`config.mk`:
```
export PLATFORM = sky130hd
export DESIGN_NAME = seven_segment_capture
export DESIGN_NICKNAME = d
export VERILOG_FILES = /design/src/rtl/seven_segment_capture.sv
export SDC_FILE = /design/constraint.sdc
export NUM_CORES = 1
export LEC_CHECK = 0
export CAP_MARGIN = 25
export CORE_ASPECT_RATIO = 0.5
export CORE_MARGIN = 2
export CORE_UTILIZATION = 45
export DETAILED_ROUTE_END_ITERATION = 16
export PLACE_DENSITY = 0.66
export SYNTH_ARGS = -nofsm -noshare
export SYNTH_HDL_FRONTEND = slang
export SYNTH_SLANG_ARGS = --single-unit
export TNS_END_PERCENT = 20
```
`constraint.sdc`:
```
create_clock -name clk -period 5.5 [get_ports clk]
set_input_delay 1.1 -clock clk [delete_from_list [all_inputs] [get_ports clk]]
set_output_delay 1.1 -clock clk [all_outputs]
set_load 0.03 [all_outputs]
```
`src/rtl/seven_segment_capture.sv`:
```
// Seven-segment bus capture: debounces each digit dwell, decodes the
// hex font and hands complete frames out over valid/ready.
module seven_segment_capture #(
  parameter int DIGITS         = 4,
  parameter int STABLE_CYCLES  = 4,
  parameter bit SEG_ACTIVE_LOW = 1'b0
) (
  input  logic                  clk,
  input  logic                  reset_n,
  input  logic [6:0]            segments,
  input  logic [DIGITS-1:0]     digit_select,
  input  logic                  frame_ready,
  output logic                  frame_valid,
  output logic [4*DIGITS-1:0]   frame_data,
  output logic [DIGITS-1:0]     frame_error,
  output logic                  overrun
);

  localparam int CW = $clog2(STABLE_CYCLES + 1);
  localparam logic [CW-1:0] CMAX = CW'(STABLE_CYCLES);

  typedef enum logic {COLLECT, HOLD} state_e;

  logic [6:0]          seg_q, seg_prev_q;
  logic [DIGITS-1:0]   sel_q, sel_prev_q;
  logic [CW-1:0]       cnt_q, cnt_d;
  logic [DIGITS-1:0]   seen_q, seen_d;
  logic [4*DIGITS-1:0] wdata_q, wdata_d;
  logic [DIGITS-1:0]   werr_q, werr_d;
  state_e              state_q;
  logic [4*DIGITS-1:0] fdata_q;
  logic [DIGITS-1:0]   ferr_q;
  logic                ovr_q;

  logic       onehot, changed, capture, complete;
  logic [3:0] nib;
  logic       bad;

  assign onehot  = (sel_q != '0) &&
                   ((sel_q & (sel_q - DIGITS'(1))) == '0);
  assign changed = {sel_q, seg_q} != {sel_prev_q, seg_prev_q};

  always_comb begin
    cnt_d = cnt_q;
    if (changed || !onehot)
      cnt_d = CW'(1);
    else if (cnt_q != CMAX)
      cnt_d = cnt_q + CW'(1);
  end

  // Capture only on the transition into saturation, once per dwell.
  assign capture = (cnt_d == CMAX) && (cnt_q != CMAX);

  always_comb begin
    nib = 4'h0;
    bad = 1'b0;
    case (seg_q)
      7'h3F: nib = 4'h0;
      7'h06: nib = 4'h1;
      7'h5B: nib = 4'h2;
      7'h4F: nib = 4'h3;
      7'h66: nib = 4'h4;
      7'h6D: nib = 4'h5;
      7'h7D: nib = 4'h6;
      7'h07: nib = 4'h7;
      7'h7F: nib = 4'h8;
      7'h6F: nib = 4'h9;
      7'h77: nib = 4'hA;
      7'h7C: nib = 4'hB;
      7'h39: nib = 4'hC;
      7'h5E: nib = 4'hD;
      7'h79: nib = 4'hE;
      7'h71: nib = 4'hF;
      default: bad = 1'b1;
    endcase
  end

  always_comb begin
    wdata_d  = wdata_q;
    werr_d   = werr_q;
    seen_d   = seen_q;
    complete = 1'b0;
    if (capture) begin
      for (int i = 0; i < DIGITS; i++) begin
        if (sel_q[i]) begin
          wdata_d[4*i +: 4] = nib;
          werr_d[i]         = bad;
        end
      end
      seen_d = seen_q | sel_q;
      if (seen_d == '1) begin
        complete = 1'b1;
        seen_d   = '0;
      end
    end
  end

  always_ff @(posedge clk or negedge reset_n) begin
    if (!reset_n) begin
      seg_q      <= '0;
      sel_q      <= '0;
      seg_prev_q <= '0;
      sel_prev_q <= '0;
      cnt_q      <= '0;
      seen_q     <= '0;
      wdata_q    <= '0;
      werr_q     <= '0;
    end else begin
      seg_q      <= SEG_ACTIVE_LOW ? ~segments : segments;
      sel_q      <= digit_select;
      seg_prev_q <= seg_q;
      sel_prev_q <= sel_q;
      cnt_q      <= cnt_d;
      seen_q     <= seen_d;
      wdata_q    <= wdata_d;
      werr_q     <= werr_d;
    end
  end

  always_ff @(posedge clk or negedge reset_n) begin
    if (!reset_n) begin
      state_q <= COLLECT;
      fdata_q <= '0;
      ferr_q  <= '0;
      ovr_q   <= 1'b0;
    end else begin
      ovr_q <= 1'b0;
      unique case (state_q)
        COLLECT: begin
          if (complete) begin
            fdata_q <= wdata_d;
            ferr_q  <= werr_d;
            state_q <= HOLD;
          end
        end
        HOLD: begin
          if (complete) begin
            if (frame_ready) begin
              fdata_q <= wdata_d;
              ferr_q  <= werr_d;
            end else begin
              ovr_q <= 1'b1;
            end
          end else if (frame_ready) begin
            state_q <= COLLECT;
          end
        end
      endcase
    end
  end

  assign frame_valid = (state_q == HOLD);
  assign frame_data  = fdata_q;
  assign frame_error = ferr_q;
  assign overrun     = ovr_q;

endmodule

```
==> results of run 1 <==
==> area by class of cell <==
type	instances	area, µm²	area share [%]
well taps	96	120	2.94
clock inverters	6	109	2.66
flip-flops and latches	71	1780	43.5
clock buffers	10	229	5.60
inverters	15	56.3	1.38
repair buffers	36	353	8.63
multi-input cells	189	1450	35.3
==> kinds of logic after synthesis <==
group,Yosys count,synth area share [%]
xor+xnor,13,3.54
flops,71,51.8
compound gates,52,9.78
mux,37,14.2
buf+inv,36,5.99
simple gates,85,13.9
fa+ha+maj,2,0.730
==> power by group <==
part	switching (mW)	internal (mW)	leakage, nW	total, mW
Clock	0.209	0.442	0.166	0.651
Combinational	0.0298	0.0273	0.693	0.0571
Sequential	0.0221	0.531	0.936	0.553
==> synth_stat cells (all sizes together) (3+ instances only) <==
library cell	number
dfrtp	71
mux2	32
nor2	22
a21oi	19
nand2	17
buf	15
inv	15
o21ai	9
xnor2	8
nand4	7
clkbuf	6
o22ai	6
mux2i	5
xor2	5
a31oi	4
a41oi	4
nand3	4
nand4b	4
nor2b	4
nor4	4
nand2b	3
nand3b	3
nor3	3
==> worst min path at each step <==
stage                        start                       to  slack (ns)
4_1_cts        werr_q[1]$_DFF_PN0_      werr_q[1]$_DFF_PN0_        0.48
3_5_place_dp   werr_q[1]$_DFF_PN0_      werr_q[1]$_DFF_PN0_        0.47
2_1_floorplan   seg_q[3]$_DFF_PN0_  seg_prev_q[3]$_DFF_PN0_        0.35
3_3_place_gp   werr_q[2]$_DFF_PN0_      werr_q[2]$_DFF_PN0_        0.46
6_report       werr_q[1]$_DFF_PN0_      werr_q[1]$_DFF_PN0_        0.48
5_1_grt        werr_q[1]$_DFF_PN0_      werr_q[1]$_DFF_PN0_        0.51
==> flip-flops by register name, summed over array words and instances (netlist names) <==
signal / flops
sel_prev_q: 4
wdata_q: 16
frame_valid: 1
seen_q: 4
cnt_q: 3
werr_q: 4
seg_prev_q: 7
sel_q: 4
frame_data: 16
seg_q: 7
overrun: 1
frame_error: 4
==> stage by stage <==
step	hold WS [ns]	utilization [%]	worst slack (ns)	area, µm²
after floorplan	0.349	-	3.36	3430
after global placement	0.463	51.0	2.87	3750
after detailed placement	0.471	51.0	2.80	3750
after CTS	0.483	55.6	2.88	4090
after global routing	0.512	55.6	2.66	4090
final	0.481	55.6	2.89	4090
==> layer usage <==
| layer | wire length, µm | vias to the layer above |
|---|---|---|
| met5 | 0 | - |
| met2 | 3030 | 60 |
| li1 | - | 1100 |
| met3 | 419 | 9 |
| met1 | 3010 | 1117 |
| met4 | 88 | 0 |
==> worst max-delay path, cell delays in order (launching register included) <==
cell	delay [ns]
sky130_fd_sc_hd__dfrtp_1	0.70
sky130_fd_sc_hd__xor2_1	0.19
sky130_fd_sc_hd__nor3b_1	0.22
sky130_fd_sc_hd__and4bb_1	0.33
sky130_fd_sc_hd__and2_4	0.22
sky130_fd_sc_hd__and4_4	0.49
sky130_fd_sc_hd__mux2_4	0.34
==> impl_metrics.tcl, run 1 <==
set metrics [dict create \
    use_met2_pct 26.7 \
    synth-async-reset-ratio_pct 100 \
    gp_routability_congestion 0.770 \
    wl_mm 6.55 \
    final.period_utilization_pct 47.5 \
    setup-tns-final_ns 0 \
    filler_cell_count 614 \
    numPlacedInstances 407 \
    final_net_count 338 \
    ctsResizeCount 0 \
    synthDistinctLibCells 51 \
    global_route.overflow_total 0 \
    ios 36 \
    final_hold_viol_count 0 \
    reg_clk_slew_reported_paths_ns 0.06 \
    worst-endpoint-required_ns 5.71 \
    mappedNetlistArea_um2 3430 \
    timing_worst_slew_pin_value_ns 0.859 \
    critical_path_destination "frame_data[15]$_DFFE_PN0P_" \
    synth-edff-count 0 \
    placement_rows 22 \
    clockRootBuffer "sky130_fd_sc_hd__clkbuf_16" \
    die-area_um2 8370 \
    max_freq_ghz 0.383 \
    worst-path-max-fanout 20 \
    antenna_violations_before_repair 0 \
    worst_r2r_path_depth 6 \
    antenna_violating_nets_post_route 0 \
    vias 2286 \
    chipHeight_um 65.7 \
    post_route_total_power_mw 1.26 \
    synth.net_count 312 \
    max-cap-violations 0 \
    synthesis.yosys.warnings 0 \
    synth_area_leaders "sky130_fd_sc_hd__dfrtp_1 52%, sky130_fd_sc_hd__mux2_4 8.8%, sky130_fd_sc_hd__mux2_2 3.9%, sky130_fd_sc_hd__a21oi_1 2.8%, sky130_fd_sc_hd__nor2_1 2.4%" \
    start_kind "register" \
    synthesized_instance_count 296 \
    cts-root-to-sink-buffers 2 \
    maxSlewHeadroom_pct 42.8 \
    area_growth_pct 19.3 \
    worst_setup_path_end_kind "register" \
    wire_length_of_the_first_global_routing_pass_mm 11.0 \
    cellLeakagePower_nw 1.80 \
    avgViaCountPerCell 5.40 \
    reg2reg_from "seg_q[3]$_DFF_PN0_" \
    outcome "complete, no violations" \
    post-synth-top-area-fraction_pct 51.8 \
    die_w_um 127 \
    synth_area_per_inst_um2 11.6 \
    vias_in_the_first_global_route 2234 \
    setup_viol 0 \
    rsz0062_at_grt "no" \
    core_area_um2 7350 \
    cellPowerDensity_nw_per_um2 308 \
    dr_iter_0_viols 185 \
    power.ir.vdd_worst_v 0.000168 \
    cts_sinks 71 \
    gr-usage-all-layers_pct 17.3 \
    whs_path_depth 2 \
    placement.io_buffers 35 \
    gr-usage-met3_pct 4.97 \
    reg2reg_to "frame_data[15]$_DFFE_PN0P_" \
    post_route_cells_drive_above_1_share_pct 18.0 \
    cell_taking_the_most_area_after_synthesis "sky130_fd_sc_hd__dfrtp_1" \
    drtPass1Iterations 4 \
    grt_max_degree 72 \
    top_usage_layer "met2" \
    diodes 0 \
    finalNonFillerCells 423 \
    holdBufCountCts 0 \
    kind_of_critical_path "reg2reg" \
    use_met1_pct 23.4 \
    mostFrequentLayoutCell "sky130_fd_sc_hd__dfrtp_1" \
    worst_min_delay_path_class "reg2reg" \
    start_util_pct 46.6 \
    yosys_register_bits 71 \
    worstSkewPairLatency_ns 0.33 \
    numCtsBuffers 9 \
    wl_per_cell_um 15.5 \
    crit_path_start "seg_q[3]$_DFF_PN0_" \
    worst_ep_arrival_time_ns 2.82 \
    tritoncts "built" \
    final_cell_mix "71 x sky130_fd_sc_hd__dfrtp_1, 34 x sky130_fd_sc_hd__clkdlybuf4s50_1, 22 x sky130_fd_sc_hd__nor2_1, 20 x sky130_fd_sc_hd__mux2_4, 19 x sky130_fd_sc_hd__a21oi_1" \
    regToRegSetupSlack_ns 2.89 \
    post_cts.repair.setup_buffers 0 \
    slew_viol_final 0 \
    dp_hpwl_mm 4.63 \
    synth_ff_type "sky130_fd_sc_hd__dfrtp_1" \
    final_critical_period_ns 2.61 \
    synth_sequential_area_ratio_pct 51.8 \
    htree_levels 3 \
    post-route-drc-count 0 \
    fin_worst_skew_ns 0.00520 \
]
No activity file was read; power rests on OpenSTA's default activity.
==> run 2: changes to the inputs <==
- clock period: 5.5 -> 2.5 ns (I/O delays scaled with it)
==> run 2 against run 1 <==
Combinational power rose to 2.9 times the previous value. Clock-buffer cell count unchanged. Register-to-register slack worse by 2.7 ns. Die area unchanged. Cell count up 3.8%. Cell area up 3.7%. Power up 120%. First-iteration DRC count up 7.0%. Routed wire length up 9.1%. Clock skew about the same. Critical path type unchanged. Critical endpoint is now wdata_q[1]$_DFF_PN0_. Largest cell class unchanged. Highest routed layer unchanged.
==> impl_metrics.tcl, run 2 (synthesized netlist as in run 1, its figures left out) <==
set metrics [dict create \
    start_kind "register" \
    final.period_utilization_pct 92.7 \
    cellPowerDensity_nw_per_um2 660 \
    final_cell_area_um2 4240 \
    final_critical_period_ns 2.32 \
    slew_viol_final 0 \
    rsz0062_at_grt "no" \
    gp_routability_congestion 0.774 \
    kind_of_critical_path "reg2reg" \
    die-area_um2 8370 \
    regToRegSetupSlack_ns 0.18 \
    antenna_violating_nets_post_route 0 \
    max-cap-violations 0 \
    worst_ep_arrival_time_ns 2.54 \
    placement.io_buffers 35 \
    worstSkewPairLatency_ns 0.34 \
    wire_length_of_the_first_global_routing_pass_mm 11.4 \
    placed_area_um2 3880 \
    post_cts.repair.setup_buffers 0 \
    antenna_violations_before_repair 0 \
    vias_in_the_first_global_route 2223 \
    area_growth_pct 23.7 \
    setup_viol 0 \
    htree_levels 3 \
    dp_hpwl_mm 4.80 \
    post_route_cells_drive_above_1_share_pct 23.0 \
    fin_worst_skew_ns 0.00567 \
    reg_clk_slew_reported_paths_ns 0.06 \
    worst-endpoint-required_ns 2.72 \
    final_hold_viol_count 0 \
    global_route.overflow_total 0 \
    worst_min_delay_path_class "in2async" \
    mostFrequentLayoutCell "sky130_fd_sc_hd__dfrtp_1" \
    power.ir.vdd_worst_v 0.000380 \
    core_area_um2 7350 \
    dr_iter_0_viols 198 \
    ios 36 \
    chipHeight_um 65.7 \
    grt_max_degree 46 \
    worst-path-max-fanout 12 \
    placement_rows 22 \
    final_cell_mix "69 x sky130_fd_sc_hd__dfrtp_1, 34 x sky130_fd_sc_hd__clkdlybuf4s50_1, 22 x sky130_fd_sc_hd__nor2_1, 20 x sky130_fd_sc_hd__mux2_4, 19 x sky130_fd_sc_hd__a21oi_1" \
    cts_sinks 71 \
    gr-usage-all-layers_pct 18.5 \
    worst_hold_slack_ns 0.175 \
    post_route_total_power_mw 2.80 \
    setup-tns-final_ns 0 \
    vias 2390 \
    wl_per_cell_um 16.3 \
    clockRootBuffer "sky130_fd_sc_hd__clkbuf_16" \
    worst_setup_path_end_kind "register" \
    drtPass1Iterations 4 \
    start_util_pct 46.6 \
    avgViaCountPerCell 5.44 \
    timing_worst_slew_pin_value_ns 0.675 \
    cts-root-to-sink-buffers 2 \
    wl_mm 7.15 \
    maxSlewHeadroom_pct 55.0 \
    numCtsBuffers 9 \
    diodes 0 \
    final_net_count 354 \
    die_w_um 127 \
    tritoncts "built" \
    cellLeakagePower_nw 1.87 \
    max_freq_ghz 0.431 \
    post-route-drc-count 0 \
    outcome "complete, no violations" \
]
run 2: metrics by stage:
stage	setup slack [ns]	instances	util (%)
floorplan	0.356	296	-
global placement	0.123	422	52.7
detailed placement	0.00632	422	52.7
CTS	0.0665	438	57.4
global route	0.00445	439	57.7
finish	0.182	439	57.7
run 2: worst paths after layout:
kind                               startpoint                       to  depth (start not counted)
setup / recovery           seg_q[2]$_DFF_PN0_     wdata_q[1]$_DFF_PN0_                          6
hold / removal                        reset_n        overrun$_DFF_PN0_                          1
setup reg to reg           seg_q[2]$_DFF_PN0_     wdata_q[1]$_DFF_PN0_                          6
hold reg to reg            sel_q[1]$_DFF_PN0_  sel_prev_q[1]$_DFF_PN0_                          0
max in group asynchronous             reset_n       seg_q[3]$_DFF_PN0_                          2
min in group clk           sel_q[1]$_DFF_PN0_  sel_prev_q[1]$_DFF_PN0_                          0
run 2: critical path, cell delays in order, from the launching register on:
cell                       delay (ns)
sky130_fd_sc_hd__dfrtp_1         0.60
sky130_fd_sc_hd__xnor2_1         0.18
sky130_fd_sc_hd__nand4_1         0.14
sky130_fd_sc_hd__and4bb_1        0.30
sky130_fd_sc_hd__buf_4           0.14
sky130_fd_sc_hd__nand4_1         0.40
sky130_fd_sc_hd__mux2_2          0.43
run 2: cell type report:
class,count,area (µm²)
fillers,620,3110
clock inverters,6,109
well taps,96,120
clock buffers,10,229
multi-input cells,190,1470
inverters,15,56.3
flip-flops and latches,71,1780
repair buffers,51,478
run 2: report_power, final:
part	switching [mW]	internal [mW]
clock network	0.468	0.972
logic	0.0914	0.0730
registers	0.0263	1.17
total	0.585	2.21
run 2: layer usage:
metal | track usage (%) | wire (µm) | share of wire [%] | vias up
li1 | - | - | - | 1138
met3 | 4.89 | 420 | 5.9 | 9
met4 | 8.65 | 77 | 1.1 | 0
met2 | 28.5 | 3250 | 45 | 62
met5 | 0 | 0 | 0 | -
met1 | 24.6 | 3400 | 48 | 1181
run 2: repair_timing:
action / 4_1_cts / 5_1_grt
endpoints found under the setup margin: 1 / 23
cloned: 0 / 1
gates resized for setup: 1 / 4
hold buffers: 0 / 0
pin swaps: 0 / 0
==> patch: new RTL, config.mk and constraints of run 1 <==
The parameter `SEG_ACTIVE_LOW` goes from 1'b0 to 1'b1.
--- a/src/rtl/seven_segment_capture.sv
+++ b/src/rtl/seven_segment_capture.sv
@@ -4,5 +4,5 @@
   parameter int DIGITS         = 4,
   parameter int STABLE_CYCLES  = 4,
-  parameter bit SEG_ACTIVE_LOW = 1'b0
+  parameter bit SEG_ACTIVE_LOW = 1'b1
 ) (
   input  logic                  clk,
Behaviour: same outputs for any inputs over 10 cycles, from zero or initial values and one cycle with reset_n low; that may be too few to reach the edited logic, so the function may still have changed.
==> patch against run 1 <==
Routed wire length is 0.58% higher. Sequential cell count stayed put. Design area is 3.6% lower. Setup slack worse by 390 ps. Die area is 3.4% lower. Total power is 9.4% lower. Hold slack worse by 11 ps. Critical path depth is 2 higher. Fmax is 13% lower. Combinational power is 3% lower. Area after synthesis is 3.5% lower.
==> patch: results (changes against run 1) <==
- Sum of net half-perimeters after detailed placement: 4.42 mm (was 4.63 mm)
- Fraction of the mapped netlist area in compound gates: 19.2% (was 9.78%)
- Start of the worst register-to-register path: cnt_q[0] (was seg_q[3])
- Standard cell area after detailed placement: 3670 um2 (was 3750 um2)
- Final #Nets: 369 (was 338)
- Power in the clock group: 0.534 mW (was 0.651 mW)
- End of the worst hold path: frame_data[6] (was werr_q[1])
- Total GRT Usage: 18.2% (was 17.3%)
- Cell variety after synth: 50 (was 51)
- Proportion of synthesized chip area in sequential cells: 53.7% (was 51.8%)
- Status: completed (unchanged)
- Power share of the clock group: 46.7% (was 51.6%)
- Routability Congestion: 0.777 (was 0.770)
- Top-area cell type share of the netlist area: 53.7% (was 51.8%)
- First-pass GRT wire length: 11.5 mm (was 11.0 mm)
- Drt initial violations: 279 (was 185)
- Internal power: 0.880 mW (was 1.00 mW)
- Least-Margin Pin Slew: 1000 ps (was 859 ps)
- Worst Hold Margin: 470 ps (was 481 ps)
- Register-to-register setup slack: 2500 ps (was 2890 ps)
- Cell total after placement: 438 (was 407)
- Cell Count, Final, Fillers Out: 452 (was 423)
- Multiplexer share of the synthesized area: 1.36% (was 14.2%)
- LEAKAGE: 1.80 nW (about the same)
- Post-synth net total: 345 (was 312)
- Hold Crit Start: frame_data[6] (was werr_q[1])
- Max VDD drop: 0.167 mV (was 0.168 mV)
- Synthesized-area fraction occupied by adder cells: 0.757% (was 0.730%)
- Vias in the first global route: 2351 (was 2234)
- Synth Instances: 329 (was 296)
- XOR/XNOR Fraction of Synth Area: 3.18% (was 3.54%)
- Fraction of layout cells with a size suffix above 1: 6.74% (was 18.0%)
- Cell types with the highest counts after synthesis: sky130_fd_sc_hd__dfrtp_1, sky130_fd_sc_hd__nand2_1, sky130_fd_sc_hd__nor2_1, sky130_fd_sc_hd__o21ai_0, sky130_fd_sc_hd__a21oi_1 (was sky130_fd_sc_hd__dfrtp_1, sky130_fd_sc_hd__nor2_1, sky130_fd_sc_hd__mux2_4, sky130_fd_sc_hd__a21oi_1, sky130_fd_sc_hd__nand2_1)
- Crit Path Max Fanout: 25 (was 20)
- Largest family of logic cells by synthesized area: compound AO/OA/AOI/OAI gates (was multiplexers)
-- patch: cell types whose count changed in the layout (fill, tap and decap cells not counted), sizes merged, moves of 4 or more --
cell    before  now
nand2       17   33
a211oi       0   12
a31oi        4   11
nor2        22   30
o21ai        9   23
and2         2    6
o22ai        6    2
a41oi        4    0
xor2         5    1
nand4b       4    0
mux2i        5    0
mux2        32    4
a21o         0   12
-- patch: area by class of cell --
type | count | area (um2)
Multi-Input combinational cell | 221 | 1370
Tap cell | 96 | 120
Clock buffer | 11 | 253
Sequential cell | 71 | 1780
Clock inverter | 3 | 20.0
Inverter | 14 | 52.6
Fill cell | 637 | 3270
Timing Repair Buffer | 36 | 353
-- patch: layer usage --
metal	up-vias	wire (um)	track usage (%)
met2	44	2860	27.8
met4	0	85	5.69
met1	1195	3310	24.9
met3	8	341	5.95
li1	1201	-	-
met5	-	0	0
-- patch: worst max-delay path by stage --
| stage | start | end | slack (ps) |
|---|---|---|---|
| global route | sel_q[1] | frame_data[15] | 2180 |
| finish | cnt_q[0] | frame_data[15] | 2500 |
| global placement | frame_ready | frame_data[12] | 2610 |
| floorplan | frame_ready | frame_data[0] | 3250 |
| CTS | cnt_q[0] | frame_data[15] | 2500 |
| detailed placement | sel_q[1] | frame_data[15] | 2530 |
-- patch: critical path, cell delays in order, from the launching register on --
cell and delay, ps:
sky130_fd_sc_hd__dfrtp_1 420, sky130_fd_sc_hd__inv_1 60, sky130_fd_sc_hd__ha_1 220, sky130_fd_sc_hd__nor3b_1 290, sky130_fd_sc_hd__o2111ai_1 260, sky130_fd_sc_hd__a2111oi_4 830
sky130_fd_sc_hd__nand2_4 350, sky130_fd_sc_hd__a211oi_1 370, sky130_fd_sc_hd__a21o_1 110
